[src/rtl/fifo_arb_pkg.sv]
// Shared types and default sizing for the FIFO write arbiter.
package fifo_arb_pkg;

  typedef enum logic {
    ST_IDLE = 1'b0,
    ST_XFER = 1'b1
  } state_t;

  localparam int DEF_NUM_REQ   = 4;
  localparam int DEF_BURST_MAX = 8;

endpackage

[src/rtl/rr_arbiter.sv]
// Round-robin selector: picks the first requesting index at or after rr_ptr,
// wrapping modulo NUM_REQ.
module rr_arbiter #(
  parameter int NUM_REQ = 4
) (
  input  logic [NUM_REQ-1:0]         req,
  input  logic [$clog2(NUM_REQ)-1:0] rr_ptr,
  output logic [$clog2(NUM_REQ)-1:0] grant,
  output logic                       any_req
);

  localparam int GW = $clog2(NUM_REQ);

  logic [GW:0] idx;

  always_comb begin
    grant   = '0;
    any_req = |req;
    idx     = '0;
    // Scan from the farthest offset down so the requester nearest rr_ptr wins.
    for (int k = NUM_REQ - 1; k >= 0; k--) begin
      idx = {1'b0, rr_ptr} + (GW + 1)'(k);
      if (idx >= (GW + 1)'(NUM_REQ)) begin
        idx = idx - (GW + 1)'(NUM_REQ);
      end
      if (req[idx[GW-1:0]]) begin
        grant = idx[GW-1:0];
      end
    end
  end

endmodule

[src/rtl/fifo_wr_arb.sv]
// Burst-granting write arbiter from NUM_REQ producers into one shared FIFO.
// Define FIFO_WR_ARB_STATS_EN to build the per-producer accepted-beat counters.
module fifo_wr_arb
  import fifo_arb_pkg::*;
#(
  parameter int NUM_REQ    = DEF_NUM_REQ,
  parameter int DATA_WIDTH = 64,
  parameter int BURST_MAX  = DEF_BURST_MAX
) (
  input  logic                            clk,
  input  logic                            rst_n,
  input  logic [NUM_REQ-1:0]              req_valid,
  input  logic [NUM_REQ*DATA_WIDTH-1:0]   req_data,
  input  logic [NUM_REQ-1:0]              req_last,
  output logic [NUM_REQ-1:0]              req_ready,
  input  logic                            fifo_full,
  output logic                            fifo_wr_en,
  output logic                            fifo_wr_cs,
  output logic [DATA_WIDTH-1:0]           fifo_data,
  output logic [$clog2(NUM_REQ)-1:0]      grant_id,
  output logic                            busy,
  output logic [NUM_REQ*32-1:0]           stat_beats
);

  localparam int GW = $clog2(NUM_REQ);
  localparam int CW = $clog2(BURST_MAX + 1);

  state_t        state_q, state_d;
  logic [GW-1:0] grant_id_q, grant_id_d;
  logic [GW-1:0] rr_ptr_q, rr_ptr_d;
  logic [CW-1:0] beat_cnt_q, beat_cnt_d;
  logic [CW-1:0] beat_cnt_inc;
  logic [GW-1:0] arb_idx;
  logic          arb_any;
  logic          beat_xfer;
  logic          burst_end;

  rr_arbiter #(
    .NUM_REQ (NUM_REQ)
  ) u_rr_arbiter (
    .req     (req_valid),
    .rr_ptr  (rr_ptr_q),
    .grant   (arb_idx),
    .any_req (arb_any)
  );

  assign beat_cnt_inc = beat_cnt_q + CW'(1);
  assign beat_xfer    = (state_q == ST_XFER) && req_valid[grant_id_q] && !fifo_full;
  // A burst ends on the packet's last beat or when the grant's beat budget is spent.
  assign burst_end    = beat_xfer && (req_last[grant_id_q] || (beat_cnt_inc == CW'(BURST_MAX)));

  always_comb begin
    state_d    = state_q;
    grant_id_d = grant_id_q;
    rr_ptr_d   = rr_ptr_q;
    beat_cnt_d = beat_cnt_q;
    case (state_q)
      ST_IDLE: begin
        if (arb_any) begin
          grant_id_d = arb_idx;
          beat_cnt_d = '0;
          state_d    = ST_XFER;
        end
      end
      ST_XFER: begin
        if (beat_xfer) begin
          beat_cnt_d = beat_cnt_inc;
          if (burst_end) begin
            state_d  = ST_IDLE;
            rr_ptr_d = (grant_id_q == GW'(NUM_REQ - 1)) ? '0 : grant_id_q + GW'(1);
          end
        end
      end
      default: state_d = ST_IDLE;
    endcase
  end

  always_ff @(posedge clk or negedge rst_n) begin
    if (!rst_n) begin
      state_q    <= ST_IDLE;
      grant_id_q <= '0;
      rr_ptr_q   <= '0;
      beat_cnt_q <= '0;
    end else begin
      state_q    <= state_d;
      grant_id_q <= grant_id_d;
      rr_ptr_q   <= rr_ptr_d;
      beat_cnt_q <= beat_cnt_d;
    end
  end

  always_comb begin
    req_ready = '0;
    fifo_data = '0;
    for (int i = 0; i < NUM_REQ; i++) begin
      if (grant_id_q == GW'(i)) begin
        req_ready[i] = beat_xfer;
        fifo_data    = req_data[i*DATA_WIDTH +: DATA_WIDTH];
      end
    end
  end

  assign fifo_wr_en = beat_xfer;
  assign fifo_wr_cs = beat_xfer;
  assign grant_id   = grant_id_q;
  assign busy       = (state_q == ST_XFER);

`ifdef FIFO_WR_ARB_STATS_EN
  logic [NUM_REQ-1:0][31:0] stat_q, stat_d;

  always_comb begin
    stat_d = stat_q;
    if (beat_xfer) begin
      stat_d[grant_id_q] = stat_q[grant_id_q] + 32'd1;
    end
  end

  always_ff @(posedge clk or negedge rst_n) begin
    if (!rst_n) begin
      stat_q <= '0;
    end else begin
      stat_q <= stat_d;
    end
  end

  assign stat_beats = stat_q;
`else
  assign stat_beats = '0;
`endif

endmodule

[config.mk]
export PLATFORM = sky130hd
export DESIGN_NAME = fifo_wr_arb
export DESIGN_NICKNAME = d
export VERILOG_FILES = /design/src/rtl/fifo_arb_pkg.sv /design/src/rtl/rr_arbiter.sv /design/src/rtl/fifo_wr_arb.sv
export SDC_FILE = /design/constraint.sdc
export NUM_CORES = 1
export LEC_CHECK = 0
export CAP_MARGIN = 30
export CORE_AREA = 2 2 181 183
export CTS_CLUSTER_DIAMETER = 60
export DETAILED_ROUTE_END_ITERATION = 6
export DIE_AREA = 0 0 183 185
export HOLD_SLACK_MARGIN = 0.02
export PLACE_DENSITY = 0.55
export SLEW_MARGIN = 40
export SYNTH_ARGS = -nofsm -noshare
export SYNTH_HDL_FRONTEND = slang
export SYNTH_SLANG_ARGS = --single-unit
export TNS_END_PERCENT = 20
[constraint.sdc]
create_clock -name clk -period 4.47 [get_ports clk]
set_input_delay 0.894 -clock clk [delete_from_list [all_inputs] [get_ports clk]]
set_output_delay 0.894 -clock clk [all_outputs]
set_load 0.05 [all_outputs]
Word level (Yosys, flattened, before mapping)
Index checks and enable logic that the tools add are counted.

storage, ports and cells
  register bits after elaboration = 9
  input port bits = 267
  output and inout port bits = 201
  word-level logic and storage cells = 75

operators by class
  $add $sub $neg = 9
  magnitude comparators = 9
  equal/unequal tests = 6
  mux-type cells = 36
  bitwise operators = 1
  reduce and logical (&&, ||, !) cells = 10

operators with widths
  operator             number
  $mux 64              4
  $mux 2               9
  $lt 2x3->1 const B   5
  $mux 1               13
  $bmux 1 s2           6
  $ge 3x3->1 const B   3
  $mux 4               2
  $pmux 4 s2           1
  $sub 2x1->2 const B  4
  $add 2x2->3 const B  2
  $add 4x1->4 const B  1
  $eq 2x2->1 const B   2
  $eq 4x4->1 const B   1
  $reduce_and 2->1     2
  $reduce_or 4->1      1
  $add 2x1->3 const B  1
  $ge 2x3->1 const B   1
  $logic_and 1x1->1    3
  $reduce_and 3->1     1
  $add 2x1->2 const B  1
  $eq 2x1->1 const B   1
  $logic_not 2->1      1
  $ne 2x1->1 const B   1
  $ne 2x2->1 const B   1
  4 further kinds      4

Longest topological paths before layout
  depth after elaboration = 9
  mapped depth = 8

Hierarchy
Synthesis repeated with hierarchy kept, for this count alone.

second synthesis, totals
  cell total of the unflattened synthesis = 502
  area total of the unflattened synthesis = 3482.1 µm²

modules (own cells, without submodules)
  module       instances  cells each  area each (µm²)  seq. area each (µm²)
  fifo_wr_arb  1          489         3404.5           225.2
  rr_arbiter   1          13          77.6             0.0

Least setup slack after synthesis
OpenSTA, ideal clock, no wires.

  path kind = flip-flop to output port
  start = reg grant_id_q[1], in the netlist grant_id[1]
  end = out fifo_data[14]
  data arrival time = 2.841 ns
  slack = 0.735 ns
  stages on the path, launching flop included = 9
  buffers on the path = 2
  cells stage by stage = dfrtp_1 -> inv_1 -> ha_1 -> buf_2 -> clkbuf_1 -> nand3b_1 -> a21oi_1 -> a21oi_1 -> o21ai_0

between the ends
  word-level cells in the longest chain between the ends = 5
  elaborated cells on any way between the ends = 8
  those cells by class = eq/ne (3); mux (4); reduce/logical (1)

RTL lines
  element                 line               source
  start, declared         fifo_wr_arb.sv:29  logic [GW-1:0] grant_id_q, grant_id_d;
  start signal, assigned  fifo_wr_arb.sv:86  grant_id_q <= grant_id_d;
  $logic_not 2->1         fifo_wr_arb.sv:96  if (grant_id_q == GW'(i)) begin
  $mux 64 (3 in series)   fifo_wr_arb.sv:96
  $mux 64 *               fifo_wr_arb.sv:96
  end, declared           fifo_wr_arb.sv:19  output logic [DATA_WIDTH-1:0] fifo_data,

Mark *: on every way between the ends. The rest lies on a longest branch, timed or not.

Final worst setup path
  start = reg grant_id_q[1], in the netlist grant_id[1]
  end = out fifo_data[47]

Same word-level chain as after synthesis.

==> summary.txt <==
Clock tree
  • Clk buf depth: 2
  • # H-tree levels: 1
  • Post CTS Setup Buffer Count: 0
  • CTS tree: done
  • Clock sink count: 9
  • Hold_buf cts: 0
  • Post-CTS Resized: 0
  • Clock Latency Late Sink: 0.24 ns
  • Clk root buf: clkbuf_16
  • Total CTS buffers: 3
  • Worst-path clk slew: 0.04 ns

Synthesis
  • Synth Area per Inst: 5.96 sq um
  • Commonest cells in the netlist: a21oi_1, nand2_1, buf_4, o21ai_0, nand3b_1
  • Post-synth top area share: 25.7%
  • Seq/Total Area, Yosys: 5.98%
  • #FFs+latches synth: 9
  • Main synth FF type: dfrtp_1
  • Yosys cell types: 35
  • Cell area after synthesis: 3760 sq um
  • Synth area leaders: buf_4, a21oi_1, nand2_1
  • Post-synth EDFFs: 0
  • Cell taking the most area after synthesis: buf_4
  • Asr flop ratio synth: 100%
  • Cells after synthesis: 632
  • Yosys warns: 0

Routing
  • # DRC: 0
  • Router iterations before antenna repair: 5
  • Total Routed Length: 17.6 mm
  • Post-DR wirelength/cell: 13.1 um
  • Via count: 5002
  • Detailed Route Iter0 Violations: 128
  • Antenna-violating nets left: 0
  • Via-to-Cell Ratio: 3.72

Global route
  • Vias in the first global route: 4540
  • Total track usage: 9.02%
  • First-pass GRT wire length: 24.4 mm
  • Pin count of the biggest net entering global routing: 67
  • Grt ovf: 0
  • Initial antenna violation count: 0

Pwr
  • Sw frac: 63.9%
  • Clock Power Share: 3.1%
  • Reg power frac: 3.5%
  • NetSw: 3.34 mW
  • PD cells: 716 nW/um^2
  • Peak VDD IR: 0.579 mV
  • Total power: 5.22 mW
  • Pint: 1.88 mW
  • Leak: 2.73 nW
  • Logic pwr share: 93.5%

Final layout
  • Layout cell share with drive strength beyond 1: 2.88%
  • Area Growth Syn to Fin: 93.6%
  • Net total in the final layout: 1211
  • Filler cells: 3570
  • Finished Core Util: 22.7%
  • Non-filler instance count after layout: 1346
  • Ant diodes: 0

Place
  • Gpl congestion: 0.788
  • Post-DP HPWL: 14.5 mm
  • Port Buffers: 339
  • DP Cell Count: 1342
  • Setup Slack @ Placement: 0.464 ns

STA
  • Fmax: 244 MHz
  • Final worst setup slack: 0.380 ns
  • Slew HR: 61.0%
  • Setup_tns: 0 ns
  • Final setup viols: 0
  • Slew Viols, Final: 0
  • RSZ-0062 raised after global routing: no
  • Fin. Hold Viols: 0
  • Clock Skews: 0.00197 ns
  • Slew @ Worst Pin: 0.584 ns
  • Fin crit period: 4.09 ns
  • Fin crit share: 91.5%

Critical path
  • Worst Path Max Fanout: 57
  • Arrival @ worst endpoint: 3.20 ns
  • Crit Reg-Reg Startpoint: grant_id[0]
  • Setup crit start kind: register
  • Worst flop-to-flop path endpoint: beat_cnt_q[2]
  • R2R cell count: 4
  • Crit path required time: 3.58 ns
  • CP endpoint kind: output pin
  • R2R Setup Slk: 2.63 ns
  • Crit Path Class: reg2out

Die
  • Die outline width: 183 um
  • Row cnt: 66
  • Chip Height: 185 um
  • Initial Util: 11.8%
  • Core ar.: 32000 sq um
  • Die footprint: 33900 sq um
  • I/O pin total: 468

Run
  • Max-cap violations: 0

Run status
  • Run status: finished, final reports clean

Hold path
  • Worst Hold End: beat_cnt_q[2]
  • Worst Hold Class: reg2reg
  • Hold Startpoint: beat_cnt_q[2]
  • Worst Hold Depth: 1
routing by layer:
layer | vias to the layer above | global-route usage [%] | routed length [um] | part of all wire (%)
li1 | 2501 | - | - | -
met1 | 2230 | 10.1 | 6830 | 39
met2 | 266 | 17.8 | 9190 | 52
met3 | 5 | 1.99 | 1480 | 8.4
met4 | 0 | 0.864 | 80 | 0.45
met5 | - | 0 | 0 | 0
layout by cell type (no fill, tap or decap), drive strengths merged, types with 2 or more instances in the layout:
cell type,instances
clkdlybuf4s50,339
a21oi,133
nand2,132
conb,128
o21ai,69
nand3b,66
buf,14
dfrtp,9
ha,5
inv,4
and2,4
nand3,4
clkbuf,4
mux2i,3
nor2,3
nor2b,3
mux2,3
a21boi,2
nand2b,2
state kept, by name, summed over array words and instances, names as in the netlist:
| name | count |
|---|---|
| beat_cnt_q | 4 |
| busy | 1 |
| grant_id | 2 |
| rr_ptr_q | 2 |
worst max-delay path, stage by stage (launching register included):
cell	delay [ns]
dfrtp_1	0.52
inv_1	0.20
ha_4	0.52
buf_12	0.31
nand2_1	0.07
a21oi_1	0.25
a21oi_1	0.06
o21ai_0	0.16
clkdlybuf4s50_1	0.83
area by class of cell:
cell class	instances	area, sq um	area share, %
timing repair buffer	353	3570	49.0
multi-input combinational	568	2890	39.6
tap	408	510	7.00
sequential	9	225	3.09
clock buffer	4	78.8	1.08
inverter	4	15.0	0.206
power by group through the flow:
stage / logic (mW) / registers, mW / clock network (mW)
after detailed placement: 4.91 / 0.182 / 0
after global routing: 5.19 / 0.188 / 0.166
after CTS: 4.92 / 0.181 / 0.165
after floorplan: 3.28 / 0.198 / 0
after global placement: 4.90 / 0.179 / 0
final: 4.88 / 0.180 / 0.160
kinds of logic after synthesis:
logic type	Yosys count	synth area share (%)
flip-flops	9	5.98
AO/OA/AOI/OAI	210	28.8
other	1	0.0996
XOR/XNOR	1	0.233
AND/OR/NAND/NOR	217	29.6
adder cells (fa/ha/maj)	5	1.66
buffers and inverters	182	31.1
multiplexers	7	2.49
metrics by stage:
stage | hold slack, ns | instance area (sq um)
finish | 0.544 | 7290
CTS | 0.554 | 7290
floorplan | 0.509 | 4240
global placement | 0.541 | 7210
detailed placement | 0.544 | 7210
global route | 0.586 | 7290
how the worst max path moves through the flow:
stage	from	end	slack [ns]	cells past startpoint
after floorplan	grant_id[1]	fifo_data[14]	0.73	8
after global placement	req_valid[3]	req_ready[0]	0.51	6
after detailed placement	req_valid[3]	req_ready[1]	0.46	6
after CTS	grant_id[1]	fifo_data[48]	0.34	8
after global routing	grant_id[1]	fifo_data[4]	0.09	8
final	grant_id[1]	fifo_data[47]	0.38	8
(Power assumes the default switching activity.)
